## config.mk

```make
export PLATFORM = sky130hd
export DESIGN_NAME = loop_slot_arb
export DESIGN_NICKNAME = d
export VERILOG_FILES = /design/src/rtl/loop_slot_arb.sv
export SDC_FILE = /design/constraint.sdc
export NUM_CORES = 1
export LEC_CHECK = 0
export CAP_MARGIN = 20
export CORE_MARGIN = 1
export CORE_UTILIZATION = 50
export CTS_BUF_LIST = sky130_fd_sc_hd__clkbuf_16
export DETAILED_ROUTE_END_ITERATION = 16
export HOLD_SLACK_MARGIN = 0.12
export PLACE_DENSITY_LB_ADDON = 0.2
export SLEW_MARGIN = 20
export SYNTH_ARGS = -nofsm -noshare
export SYNTH_HDL_FRONTEND = slang
export SYNTH_SLANG_ARGS = --single-unit
```

## constraint.sdc

```tcl
create_clock -name clk -period 2.1 [get_ports clk]
set_clock_uncertainty 0.15 [all_clocks]
set_input_delay 0.42 -clock clk [delete_from_list [all_inputs] [get_ports clk]]
set_output_delay 0.42 -clock clk [all_outputs]
set_load 0.02 [all_outputs]
```

## src/rtl/loop_slot_arb.sv

```systemverilog
// Periodic slot arbiter: a free-running period counter emits an ack slot pulse,
// and each slot grants one loop resource round-robin until release or hold timeout.
module loop_slot_arb #(
  parameter int unsigned N_REQ    = 4,
  parameter int unsigned PERIOD   = 15,
  parameter int unsigned MAX_HOLD = 8
) (
  input  logic             clk,
  input  logic             rst,
  input  logic [N_REQ-1:0] req,
  output logic [N_REQ-1:0] gnt,
  output logic             ack,
  output logic             busy,
  output logic             timeout
);

  localparam int unsigned CW = (PERIOD > 1) ? $clog2(PERIOD) : 1;
  localparam int unsigned PW = (N_REQ > 1) ? $clog2(N_REQ) : 1;
  localparam int unsigned HW = (MAX_HOLD > 1) ? $clog2(MAX_HOLD) : 1;

  localparam logic [CW-1:0]    CNT_LAST  = CW'(PERIOD - 1);
  localparam logic [PW-1:0]    PTR_LAST  = PW'(N_REQ - 1);
  localparam logic [HW-1:0]    HOLD_LAST = HW'(MAX_HOLD - 1);
  localparam logic [N_REQ-1:0] GNT_ONE   = N_REQ'(1);

  typedef enum logic {
    IDLE  = 1'b0,
    GRANT = 1'b1
  } state_t;

  state_t           state;
  state_t           state_n;
  logic [CW-1:0]    cnt;
  logic [PW-1:0]    ptr;
  logic [PW-1:0]    ptr_n;
  logic [HW-1:0]    hold;
  logic [HW-1:0]    hold_n;
  logic [N_REQ-1:0] gnt_n;
  logic             timeout_n;
  logic             slot;
  logic             owner_req;
  logic             found;
  logic [PW-1:0]    win;
  logic [PW-1:0]    idx;

  assign slot      = (cnt == CNT_LAST);
  assign owner_req = |(req & gnt);

  // State register
  always_ff @(posedge clk) begin
    if (rst) begin
      state <= IDLE;
    end else begin
      state <= state_n;
    end
  end

  // Next state, round-robin winner search and grant bookkeeping
  always_comb begin
    state_n   = state;
    gnt_n     = gnt;
    ptr_n     = ptr;
    hold_n    = hold;
    timeout_n = 1'b0;
    found     = 1'b0;
    win       = '0;
    idx       = '0;

    for (int unsigned i = 0; i < N_REQ; i++) begin
      idx = PW'((32'(ptr) + i) % N_REQ);
      if (!found && req[idx]) begin
        found = 1'b1;
        win   = idx;
      end
    end

    case (state)
      IDLE: begin
        gnt_n = '0;
        if (slot && found) begin
          state_n = GRANT;
          gnt_n   = GNT_ONE << win;
          ptr_n   = (win == PTR_LAST) ? '0 : win + PW'(1);
          hold_n  = '0;
        end
      end
      GRANT: begin
        // Release takes priority over the hold limit
        if (!owner_req) begin
          state_n = IDLE;
          gnt_n   = '0;
        end else if (hold == HOLD_LAST) begin
          state_n   = IDLE;
          gnt_n     = '0;
          timeout_n = 1'b1;
        end else begin
          hold_n = hold + HW'(1);
        end
      end
      default: begin
        state_n = IDLE;
        gnt_n   = '0;
      end
    endcase
  end

  // Period counter and registered outputs
  always_ff @(posedge clk) begin
    if (rst) begin
      cnt     <= '0;
      ack     <= 1'b0;
      gnt     <= '0;
      ptr     <= '0;
      hold    <= '0;
      timeout <= 1'b0;
      busy    <= 1'b0;
    end else begin
      cnt     <= slot ? '0 : cnt + CW'(1);
      ack     <= slot;
      gnt     <= gnt_n;
      ptr     <= ptr_n;
      hold    <= hold_n;
      timeout <= timeout_n;
      busy    <= (state_n == GRANT);
    end
  end

endmodule

```

==> impl_metrics.yaml <==
cts:
  clk_path_buf_depth: 2
  htreeDepth: 1
  cts_tree: "yes"
  clkSinkCount: 16
  post_cts.repair.setup_buffers: 0
  cts_buffers: 3
  hold_buffers: 0
  clkLatencyLatePin_ns: 0.24
  path_clk_slew_ns: 0.05
  cts_root_buf: "clkbuf_16"
yosys:
  async_reset_ff_frac: 0
  syn_area_per_cell_um2: 9.23
  yosys_most_used_dff: "dfxtp_1"
  yosysSeqAreaShare: 0.399
  synth.cell_area_um2: 803
  synth-edff-count: 0
  syn_inst: 87
  syn_nets: 101
  yosysUniqueCellTypes: 28
  yosysWarnings: 0
  synth_seq_cells: 16
worst_setup_path:
  start_kind: "input port"
  worst-endpoint-required_ns: 2.06
  critPathCaptureType: "flip-flop"
  crit_arrival_ns: 1.94
  crit_path_max_incr_delay_ns: 0.46
  cp_max_fo: 4
  crit_type: "in -> reg"
  crit_top_cell: "inv_1"
  crit_chain: "clkdlybuf4s50_1 > inv_1 > o22ai_1 > a211oi_2 > buf_4 > inv_1 > ha_1 > a22oi_1 > nor2_1"
  crit_slowest_cell: "clkdlybuf4s50_1"
die:
  rows: 14
  die_area_um2: 1770
  die_y_um: 42.1
  start_util: 0.533
  fp.dieW_um: 42.1
  design.core.area_um2: 1510
  pin_count: 13
drt:
  first_iter_violations: 5
  wl_per_cell_um: 12.5
  first_pass_iters: 3
  ant_nets: 0
  vias: 679
  drc: 0
  drt_wl_total_um: 1590
  via_per_inst: 5.35
sta:
  setup-violations-final: 0
  drv_slew: 0
  slew_headroom: 0.587
  rsz0062_at_grt: "no"
  max_freq_mhz: 506
  hold_viol: 0
  period_needed_ns: 1.98
  fin_ws_ns: 0.122
  timing.final.crit_share: 0.942
  whs_ns: 0.355
  tightest_slew_ns: 0.618
finish:
  layout-drive-gt1-share: 0.198
  antennaDiodeCount: 0
  area_growth_pct: 36.4
  fin_cells: 127
  final_util: 0.728
  fin_nets: 126
status:
  outcome: "finished, final reports clean"
global_route:
  grt_pass1_vias: 677
  grt_overflow: 0
  grt_max_degree: 17
  grt_first_pass_wirelength_um: 2750
  antenna_found_initial: 0
  track_usage: 0.206
power_and_ir_drop:
  leakagePower_nw: 0.467
  peakVddDrop_mv: 0.544
  p_per_area_nw_per_um2: 675
placement:
  dp_hpwl_um: 1180
  gp_congestion: 0.801
  preCtsSetupSlack_ns: -0.232
  place_inst: 123
  portBuffers: 12
flow_run:
  cap_violations: 0
min_path:
  hp-class: "reg -> reg"
-- cell families after synthesis --
family | share of synthesized area
compound gates | 0.210
fa+ha+maj | 0.125
buf+inv | 0.0701
flops | 0.399
mux | 0.0249
simple gates | 0.171
-- placed cells by master, fill, tap and decap left out, drive strengths merged, types with 2 or more instances in the layout --
cell            n
a22oi           6
a21oi           9
ha              8
clkdlybuf4s50  10
dlymetal6s2s    2
buf            12
nor2           11
nand2           4
clkbuf          3
or3b            2
inv             7
a211oi          3
mux2i           2
dfxtp          16
nand2b          2
nor3            2
-- per-layer routing --
metal | part of all wire | track usage | vias to the layer above | routed length (um)
li1 | - | - | 353 | -
met1 | 0.49 | 0.255 | 312 | 775
met2 | 0.47 | 0.334 | 12 | 751
met3 | 0.029 | 0.0431 | 2 | 46
met4 | 0.0088 | 0.113 | 0 | 14
met5 | 0 | 0 | - | 0
-- cell usage after synthesis (2+ instances only) --
cell	n	area [um^2]
a22oi_2	2	25.0
mux2i_1	2	20.0
a22oi_1	4	30.0
a211oi_1	3	22.5
ha_1	8	100
nand2_1	4	15.0
buf_6	2	22.5
inv_1	7	26.3
nor3_1	2	10.0
clkbuf_1	2	7.51
nand2b_1	2	12.5
a21oi_1	8	40.0
nor2_1	11	41.3
dfxtp_1	16	320
-- final timing paths --
path | start | to | slack [ns] | depth (start not counted)
min | cnt[0] | cnt[0] | 0.36 | 1
max | req[2] | gnt[2] | 0.12 | 9
max reg2reg | cnt[0] | ptr[1] | 0.28 | 7
min reg2reg | cnt[0] | cnt[0] | 0.36 | 1
-- stage by stage --
stage | area, um^2 | TNS (ns) | total power [mW]
floorplan | 803 | 0 | 0.349
global placement | 1000 | -0.969 | 0.376
detailed placement | 1000 | -1.27 | 0.377
CTS | 1080 | 0 | 0.749
global route | 1100 | 0 | 0.771
finish | 1100 | 0 | 0.740
-- report_power, final --
| part | switching [mW] | total, mW | internal, mW |
|---|---|---|---|
| combinational | 0.0291 | 0.0588 | 0.0296 |
| clock | 0.115 | 0.367 | 0.252 |
| sequential | 0.00501 | 0.314 | 0.309 |
| total | 0.149 | 0.740 | 0.591 |
-- cell type report --
cell class                 instances  area, um^2
multi-input combinational         60         435
fill                             107         410
tap                               16        20.0
inverter                           7        26.3
timing repair buffer              24         215
sequential                        16         320
clock inverter                     1        3.75
clock buffer                       3        75.1
-- state kept, by name (all words and copies together), names as in the netlist --
| signal | cells |
|---|---|
| ptr | 2 |
| busy | 1 |
| cnt | 4 |
| gnt | 4 |
| timeout | 1 |
| ack | 1 |
| hold | 3 |
-- what timing repair did --
action,4_1_cts,5_1_grt
hold endpoints to repair,0,0
resized for setup,0,4
endpoints found under the setup margin,0,5
-- critical path, delay by kind of cell --
kind | cells | cell delay [ns]
AO/OA/AOI/OAI | 3 | 0.48
adder cells (fa/ha/maj) | 1 | 0.19
buffers and inverters | 4 | 0.81
AND/OR/NAND/NOR | 1 | 0.06
(Power assumes the default switching activity.)
